### config.mk
export PLATFORM = sky130hd
export DESIGN_NAME = reset_sequencer
export DESIGN_NICKNAME = d
export VERILOG_FILES = /design/src/rtl/rstseq_pkg.sv /design/src/rtl/key_conditioner.sv /design/src/rtl/reset_sequencer.sv
export SDC_FILE = /design/constraint.sdc
export NUM_CORES = 1
export LEC_CHECK = 0
export ABC_AREA = 1
export CORE_ASPECT_RATIO = 1.2
export CORE_MARGIN = 4
export CORE_UTILIZATION = 45
export DETAILED_ROUTE_END_ITERATION = 6
export GPL_TIMING_DRIVEN = 0
export PLACE_DENSITY = 0.69
export SLEW_MARGIN = 20
export SYNTH_ARGS = -nofsm -noshare
export SYNTH_HDL_FRONTEND = slang
export SYNTH_SLANG_ARGS = --single-unit
### constraint.sdc
create_clock -name clk -period 1.38 [get_ports clk]
set_input_delay 0.138 -clock clk [delete_from_list [all_inputs] [get_ports clk]]
set_output_delay 0.138 -clock clk [all_outputs]
set_load 0.05 [all_outputs]
### src/rtl/rstseq_pkg.sv
// -----------------------------------------------------------------------------
// rstseq_pkg
// Shared definitions for the reset sequencer:
//   state_t              - sequencer FSM states (ASSERT, WAIT, RUN)
//   DEF_* localparams    - default parameter values used by the modules
//   max2()               - helper for sizing the shared cycle counter
// -----------------------------------------------------------------------------
package rstseq_pkg;

  typedef enum logic [1:0] {
    ST_ASSERT = 2'd0,
    ST_WAIT   = 2'd1,
    ST_RUN    = 2'd2
  } state_t;

  localparam int DEF_NUM_DOMAINS     = 4;
  localparam int DEF_HOLD_CYCLES     = 16;
  localparam int DEF_TIMEOUT_CYCLES  = 255;
  localparam int DEF_DEBOUNCE_CYCLES = 8;

  function automatic int max2(input int a, input int b);
    return (a > b) ? a : b;
  endfunction

endpackage

### src/rtl/key_conditioner.sv
// -----------------------------------------------------------------------------
// key_conditioner
// Turns the asynchronous restart button into a single-clock press pulse.
// The key is brought into the clk domain with a 2-flop synchronizer, then:
//   RSTSEQ_DEBOUNCE_EN defined   : press fires once the synchronized key has
//                                  been high for DEBOUNCE_CYCLES consecutive
//                                  clocks, at most once per high period.
//   RSTSEQ_DEBOUNCE_EN undefined : press fires on every 0->1 transition of the
//                                  synchronized key.
// Ports:
//   clk   - system clock, rising edge
//   rst   - asynchronous active-high reset (clears all flops)
//   key   - raw asynchronous button, active-high
//   press - one-clock qualified press pulse
// -----------------------------------------------------------------------------
module key_conditioner
  import rstseq_pkg::*;
#(
  parameter int DEBOUNCE_CYCLES = DEF_DEBOUNCE_CYCLES
) (
  input  logic clk,
  input  logic rst,
  input  logic key,
  output logic press
);

  if (DEBOUNCE_CYCLES < 1) begin : g_bad_debounce
    $error("DEBOUNCE_CYCLES must be at least 1");
  end

  logic sync1;
  logic sync2;

  always_ff @(posedge clk or posedge rst) begin
    if (rst) begin
      sync1 <= 1'b0;
      sync2 <= 1'b0;
    end else begin
      sync1 <= key;
      sync2 <= sync1;
    end
  end

`ifdef RSTSEQ_DEBOUNCE_EN
  localparam int DB_W = $clog2(DEBOUNCE_CYCLES + 1);

  // Counts consecutive high clocks of the synchronized key and parks at
  // DEBOUNCE_CYCLES so the pulse cannot repeat until the key goes low.
  logic [DB_W-1:0] stable;

  always_ff @(posedge clk or posedge rst) begin
    if (rst) begin
      stable <= '0;
    end else if (!sync2) begin
      stable <= '0;
    end else if (stable != DB_W'(DEBOUNCE_CYCLES)) begin
      stable <= stable + 1'b1;
    end
  end

  assign press = sync2 && (stable == DB_W'(DEBOUNCE_CYCLES - 1));
`else
  logic sync_prev;

  always_ff @(posedge clk or posedge rst) begin
    if (rst) begin
      sync_prev <= 1'b0;
    end else begin
      sync_prev <= sync2;
    end
  end

  assign press = sync2 && !sync_prev;
`endif

endmodule

### src/rtl/reset_sequencer.sv
// -----------------------------------------------------------------------------
// reset_sequencer
// Holds all domain resets for HOLD_CYCLES after a (re)start, then releases the
// domains one at a time in ascending order, waiting for each domain's ready
// flag (or TIMEOUT_CYCLES, flagging a sticky timeout) before moving on.
// A qualified key press restarts the whole sequence from any state.
// Optional build macro: RSTSEQ_DEBOUNCE_EN (debounced key qualification,
// handled inside key_conditioner).
// Ports:
//   clk         - system clock, rising edge
//   rst         - asynchronous active-high reset
//   key         - asynchronous restart button, active-high
//   dom_ready   - per-domain ready flags
//   dom_rst     - per-domain resets, active-high, registered
//   all_ready   - high only in RUN
//   busy        - high in ASSERT or WAIT
//   timeout_err - sticky per-domain timeout flags, cleared only by rst
// -----------------------------------------------------------------------------
module reset_sequencer
  import rstseq_pkg::*;
#(
  parameter int NUM_DOMAINS     = DEF_NUM_DOMAINS,
  parameter int HOLD_CYCLES     = DEF_HOLD_CYCLES,
  parameter int TIMEOUT_CYCLES  = DEF_TIMEOUT_CYCLES,
  parameter int DEBOUNCE_CYCLES = DEF_DEBOUNCE_CYCLES
) (
  input  logic                   clk,
  input  logic                   rst,
  input  logic                   key,
  input  logic [NUM_DOMAINS-1:0] dom_ready,
  output logic [NUM_DOMAINS-1:0] dom_rst,
  output logic                   all_ready,
  output logic                   busy,
  output logic [NUM_DOMAINS-1:0] timeout_err
);

  localparam int CNT_W = $clog2(max2(HOLD_CYCLES, TIMEOUT_CYCLES) + 1);
  localparam int IDX_W = $clog2(NUM_DOMAINS);

  logic             press;
  state_t           state;
  logic [IDX_W-1:0] idx;
  logic [CNT_W-1:0] count;
  logic             last_idx;
  logic             advance;

  key_conditioner #(
    .DEBOUNCE_CYCLES(DEBOUNCE_CYCLES)
  ) u_key_conditioner (
    .clk  (clk),
    .rst  (rst),
    .key  (key),
    .press(press)
  );

  assign last_idx = (idx == IDX_W'(NUM_DOMAINS - 1));
  // A domain is passed either because it reported ready or its wait expired.
  assign advance  = dom_ready[idx] || (count == CNT_W'(TIMEOUT_CYCLES - 1));

  always_ff @(posedge clk or posedge rst) begin
    if (rst) begin
      state       <= ST_ASSERT;
      idx         <= '0;
      count       <= '0;
      dom_rst     <= '1;
      all_ready   <= 1'b0;
      busy        <= 1'b1;
      timeout_err <= '0;
    end else if (press) begin
      // Restart has priority over every transition, including hold expiry
      // and WAIT advances; timeout flags deliberately survive.
      state     <= ST_ASSERT;
      idx       <= '0;
      count     <= '0;
      dom_rst   <= '1;
      all_ready <= 1'b0;
      busy      <= 1'b1;
    end else begin
      case (state)
        ST_ASSERT: begin
          if (count == CNT_W'(HOLD_CYCLES - 1)) begin
            dom_rst[0] <= 1'b0;
            idx        <= '0;
            count      <= '0;
            state      <= ST_WAIT;
          end else begin
            count <= count + 1'b1;
          end
        end

        ST_WAIT: begin
          if (advance) begin
            if (!dom_ready[idx]) begin
              timeout_err[idx] <= 1'b1;
            end
            count <= '0;
            if (last_idx) begin
              state     <= ST_RUN;
              dom_rst   <= '0;
              all_ready <= 1'b1;
              busy      <= 1'b0;
            end else begin
              idx                  <= idx + 1'b1;
              dom_rst[idx + 1'b1]  <= 1'b0;
            end
          end else begin
            count <= count + 1'b1;
          end
        end

        ST_RUN: begin
          // Ready drops are ignored here; only a restart leaves RUN.
          dom_rst   <= '0;
          all_ready <= 1'b1;
          busy      <= 1'b0;
        end

        default: begin
          state     <= ST_ASSERT;
          idx       <= '0;
          count     <= '0;
          dom_rst   <= '1;
          all_ready <= 1'b0;
          busy      <= 1'b1;
        end
      endcase
    end
  end

endmodule

# After elaboration in Yosys (flattened, before gate mapping)
# Index checks and enable logic that the tools add are counted.
dict set report word_totals {
  inputBits 7
  out_inout_bits 10
  regBits 25
}
dict set report classes {
  bitwise 5
  n_lt_le_gt_ge 4
  muxes 34
  reduce_logical 12
  add_sub_neg 2
  eq_ne 11
}
# cell count
set ops {}
lappend ops {{$mux 8} 3}
lappend ops {{$pmux 8 s3} 1}
lappend ops {{$mux 2} 8}
lappend ops {{$mux 4} 3}
lappend ops {{$ne 3x3->1 const B} 4}
lappend ops {{$pmux 2 s3} 2}
lappend ops {{$reduce_and 4->1} 3}
lappend ops {{$mux 1} 10}
lappend ops {{$pmux 1 s3} 3}
lappend ops {{$pmux 3 s3} 1}
lappend ops {{$add 8x1->8 const B} 1}
lappend ops {{$eq 8x4->1 const B} 1}
lappend ops {{$eq 8x8->1 const B} 1}
lappend ops {{$lt 2x3->1 const B} 2}
lappend ops {{$and 4x4->4} 1}
lappend ops {{$demux 1 s2} 2}
lappend ops {{$eq 2x2->1 const B} 2}
lappend ops {{$ge 2x1->1 const B} 2}
lappend ops {{$ne 2x2->1 const B} 2}
lappend ops {{$not 4->4} 1}
lappend ops {{$or 4x4->4} 1}
lappend ops {{$reduce_and 2->1} 2}
lappend ops {{$logic_and 1x1->1} 3}
lappend ops {{$reduce_and 3->1} 1}
lappend ops {{other kinds (7)} 8}

# Depth between registers and ports, before layout
dict set report depth {
  depth_word 11
  mapped_depth 10
  mapped_depth_nobuf 10
}

# By module
# From an unflattened synthesis, not the netlist that was laid out.
dict set report unflattened {
  cells_unflattened 201
  area_unflattened_um2 1589.0
}
# module area_each_um2 instances cells_each
set by_module_without_submodules {}
lappend by_module_without_submodules {reset_sequencer 1500.2 1 195}
lappend by_module_without_submodules {key_conditioner 88.8 1 6}

# Least setup slack after synthesis
# Ideal clock, no wire load.
dict set report synth_path {
  path_type {flip-flop to flip-flop}
  from {reg state[0]}
  to {reg count[7]}
  setup_ns 0.126
  arrival_ns 1.187
  path_stages_with_launch 8
  synth_period_minus_slack_ns 1.313
  required_time_ns 1.254
  slack_ns 0.067
  n_path_buf 0
  path_cell_list {dfrtp_1 -> ha_1 -> nand2_1 -> inv_2 -> nor2_1 -> a21oi_1 -> nand2_1 -> a21oi_2}
}
dict set report synth_via {
  elab_chain_len 3
  elab_cells_between_ends 6
  classes_between {3 x eq/ne; 2 x mux; 1 x reduce/logical}
}
# element line_no
set synth_lines {}
lappend synth_lines {{start, declared} reset_sequencer.sv:41} ;# state_t state;
lappend synth_lines {{start signal, assigned} reset_sequencer.sv:62} ;# state <= ST_ASSERT;
lappend synth_lines {{start signal, assigned} reset_sequencer.sv:72} ;# state <= ST_ASSERT;
lappend synth_lines {{start signal, assigned} reset_sequencer.sv:85} ;# state <= ST_WAIT;
lappend synth_lines {{$eq 2x2->1, or another cell as far along} reset_sequencer.sv:79} ;# case (state)
lappend synth_lines {{$pmux 8 s3} reset_sequencer.sv:79}
lappend synth_lines {{$mux 8} reset_sequencer.sv:69} ;# end else if (press) begin
lappend synth_lines {{end signal, assigned} reset_sequencer.sv:87} ;# count <= count + 1'b1;
lappend synth_lines {{end signal, assigned} reset_sequencer.sv:107} ;# count <= count + 1'b1;
lappend synth_lines {{end, declared} reset_sequencer.sv:43} ;# logic [CNT_W-1:0] count;
# Several ways; a longest one is shown, not always the timed one.
# A chain may end at the register's enable or synchronous reset.

# Worst setup path in the final report
dict set report layout_path {
  from {reg state[1]}
  to {reg busy}
}
dict set report layout_via {
  elab_chain_len 3
  elab_cells_between_ends 9
  classes_between {5 x eq/ne; 2 x mux; 2 x reduce/logical}
}
# element line_no
set layout_lines {}
lappend layout_lines {{$eq 2x1->1, or another cell as far along} reset_sequencer.sv:79}
lappend layout_lines {{$ne 3x3->1 (no source line), or another cell as far along} --}
lappend layout_lines {{$reduce_and 3->1 (no source line) / $mux 1 (equally long branches)} --}
lappend layout_lines {{end signal, assigned} reset_sequencer.sv:67} ;# busy <= 1'b1;
lappend layout_lines {{end signal, assigned} reset_sequencer.sv:77} ;# busy <= 1'b1;
lappend layout_lines {{end signal, assigned} reset_sequencer.sv:101} ;# busy <= 1'b0;
lappend layout_lines {{end, declared} reset_sequencer.sv:33} ;# output logic busy,
# Several ways; a longest one is shown, not always the timed one.

==> impl_results.md <==
* Run status: finished with violations
* Failing checks: setup timing
* Synth Instances at 174
* DIE HEIGHT at 71.0 um
* Final worst path period share at 101%
* Critical-path top delay cell: dfrtp_1
* Buffers added on ports at 16
* Post-DP Area at 0.00169 sq mm
* Grt total ovfl at 0
* Worst-Skew Late Latency at 320 ps
* CP most frequent cell: nand3_4
* ANT nets after route at 0
* CTS sink cnt at 25
* Fin crit period at 1400 ps
* Tightest Pin Transition at 950 ps
* Slew Viols, Final at 0
* # placed instances at 226
* Maximum number of pins on one net before global-route repair at 26
* Crit path cell chain: inv_2, ha_4, nand2_4, inv_6, nand3_4, nand3_4, nand2_1, o21ai_1
* Post-synth net total at 194
* Most common cell after layout, fill and taps aside: nand2_1
* Most frequent cells in the layout: 33 x nand2_1, 16 x inv_1, 16 x dfrtp_1
* Post-route DRC at 0
* Unique masters post-synth at 24
* Reg clk slew, reported paths at 130 ps
* Register area share after synthesis at a little over two fifths
* Crit path max-delay family: flip-flops
* Vias at 1234
* Total CTS buffers at 3
* DRT Wirelength at between 3 and 4 mm
* CP Capture Type: register
* DIE AREA at around 0.0043 sq mm
* Synth warnings at 0
* CP Max Fanout at 5
* Post-detail-place hpwl at 2.19 mm
* Vias in the first global route at between 1000 and 1500
* Final setup violation count at 7
* CTS Hold Bufs at 0
* Initial Util at 47.8%
* Synthesized cell area at approximately 0.0015 sq mm
* Crit path kind: register to register
* Root Buffer: clkbuf_4
* Cell area power density at 2000 mW/mm^2
* Leak at a little under 0.9 nW
* Routed vias/inst at 5.08
* Core area at about 0.0031 sq mm
* Final std cells w/o fill at 243
* Die W at 60.5 um
* Fmax at 715 MHz
* Post-Layout Inst Area at 0.00197 sq mm
* Buf+Inv Stages, Crit Path at 2
* Slew headroom at 36.6%
* Final Hold Vio Count at 0
* Fill count at about 270
* Layout cells sized above 1 at 44.4%
* Num rows at 22
* RSZ-0062 raised after global routing: true
* Hold Crit Class: primary input to register
* H-Tree Depth at 1
* Critical Path RT at approximately 1600 ps
* Gr usage total at between 15 and 20%
* Place WS at -120 ps
* Area Overhead vs Synth at 32.7%
* I/O pin cnt at 17
* CTS tree: done
* First-pass GRT wire length at 5.18 mm
* DR pass1 iterations at 4
* Initial antenna violation count at 0
* Startpoint types: register
* Peak supply drop at ~1.4 mV
* MaxCap Viol Count at 0
* Seq cells post-synth at 25
* Final net count at 228
* Drt wl/cell at between 10 and 15 um
* Clk_skew at roughly 8.1 ps
* Setup ws final at -18.1 ps
* Gpl congestion at around 0.77
* Avg Inst Size Synth at approximately 8.5 sq um
* CTS Buffer Depth at 2
* Diode count at 0
* Iteration-0 DRC Markers at 28
* CP max stage delay at 430 ps
* Critical Path AT at ~1700 ps
## cells by family (layout without fill, tap and decap cells)
family	count (synthesis)	after routing	share of synthesized area (%)
compound gates	31	31	13.3
xor+xnor	1	1	0.589
buf+inv	26	59	6.65
fa+ha+maj	13	13	10.9
flops	25	25	42.5
simple gates	78	78	26.0
## area by class of cell
cell class / count / area (sq um) / area share, %
Buffer: 1 / 7.51 / 0.380
Tap cell: 36 / 45.0 / 2.28
Inverter: 25 / 98.8 / 5.01
Multi-Input combinational cell: 123 / 940 / 47.6
Sequential cell: 25 / 637 / 32.3
Timing Repair Buffer: 29 / 218 / 11.0
Clock buffer: 3 / 22.5 / 1.14
Clock inverter: 1 / 5.00 / 0.254
## worst register-to-register path: cells and delay by family, from the launching register on
kind | cells | cell delay [ps]
fa+ha+maj | 1 | 190
buf+inv | 2 | 220
compound gates | 1 | 70
flops | 1 | 430
simple gates | 4 | 430
## stage by stage
step | total power, mW | setup TNS [ps] | util (%) | hold slack, ps
floorplan | 2.65 | 0 | - | 162
global placement | 3.12 | -1220 | 54.4 | 337
detailed placement | 3.16 | -1670 | 54.4 | 338
CTS | 3.75 | -28.7 | 60.9 | 236
global route | 4.24 | -1010 | 63.4 | 223
finish | 3.95 | -67.4 | 63.4 | 243
## sequential cells by signal (all words and copies together), names as in the netlist
register                     flops
count                            8
dom_rst                          4
timeout_err                      4
idx                              2
state                            2
all_ready                        1
busy                             1
u_key_conditioner.sync1          1
u_key_conditioner.sync2          1
u_key_conditioner.sync_prev      1
## path summary, 6_finish.rpt
path                                    startpoint                       to  slack, ps  cells after the start
setup / recovery                          state[1]                     busy        -20                      8
hold / removal                                 key  u_key_conditioner.sync1        240                      1
setup reg to reg                          state[1]                     busy        -20                      8
hold reg to reg            u_key_conditioner.sync1  u_key_conditioner.sync2        370                      0
max in group asynchronous                      rst                 state[0]        420                      2
min in group asynchronous                      rst                 count[3]        310                      2
## cell usage after synthesis, drive strengths merged
cell,instances,area (sq um)
a21oi,9,63.8
a31o,1,8.76
a41oi,1,8.76
buf,1,5.00
dfrtp,20,500
dfstp,5,131
ha,13,163
inv,25,93.8
nand2,47,199
nand3,12,103
nand4,1,12.5
nor2,18,72.6
o21ai,15,78.8
o21bai,5,37.5
xor2,1,8.76
## report_power, final
group	total [mW]	internal, mW	switching [mW]	leakage, nW
sequential	1.17	0.998	0.171	0.307
clock	0.328	0.109	0.220	0.0177
combinational	2.45	0.861	1.59	0.568
## what timing repair did
item,CTS,global route
endpoints found under the hold margin,0,0
pin swaps,10,12
buffers inserted,8,5
setup endpoints to repair,31,30
gates resized for setup,58,36
## per-layer routing
metal  GRT usage, %  wire [um]
met1           19.0       1350
met2           26.3       1660
met5              0          0
met4           6.27         70
met3           3.28         76
Note: power is estimated with default switching activity, not from simulation.
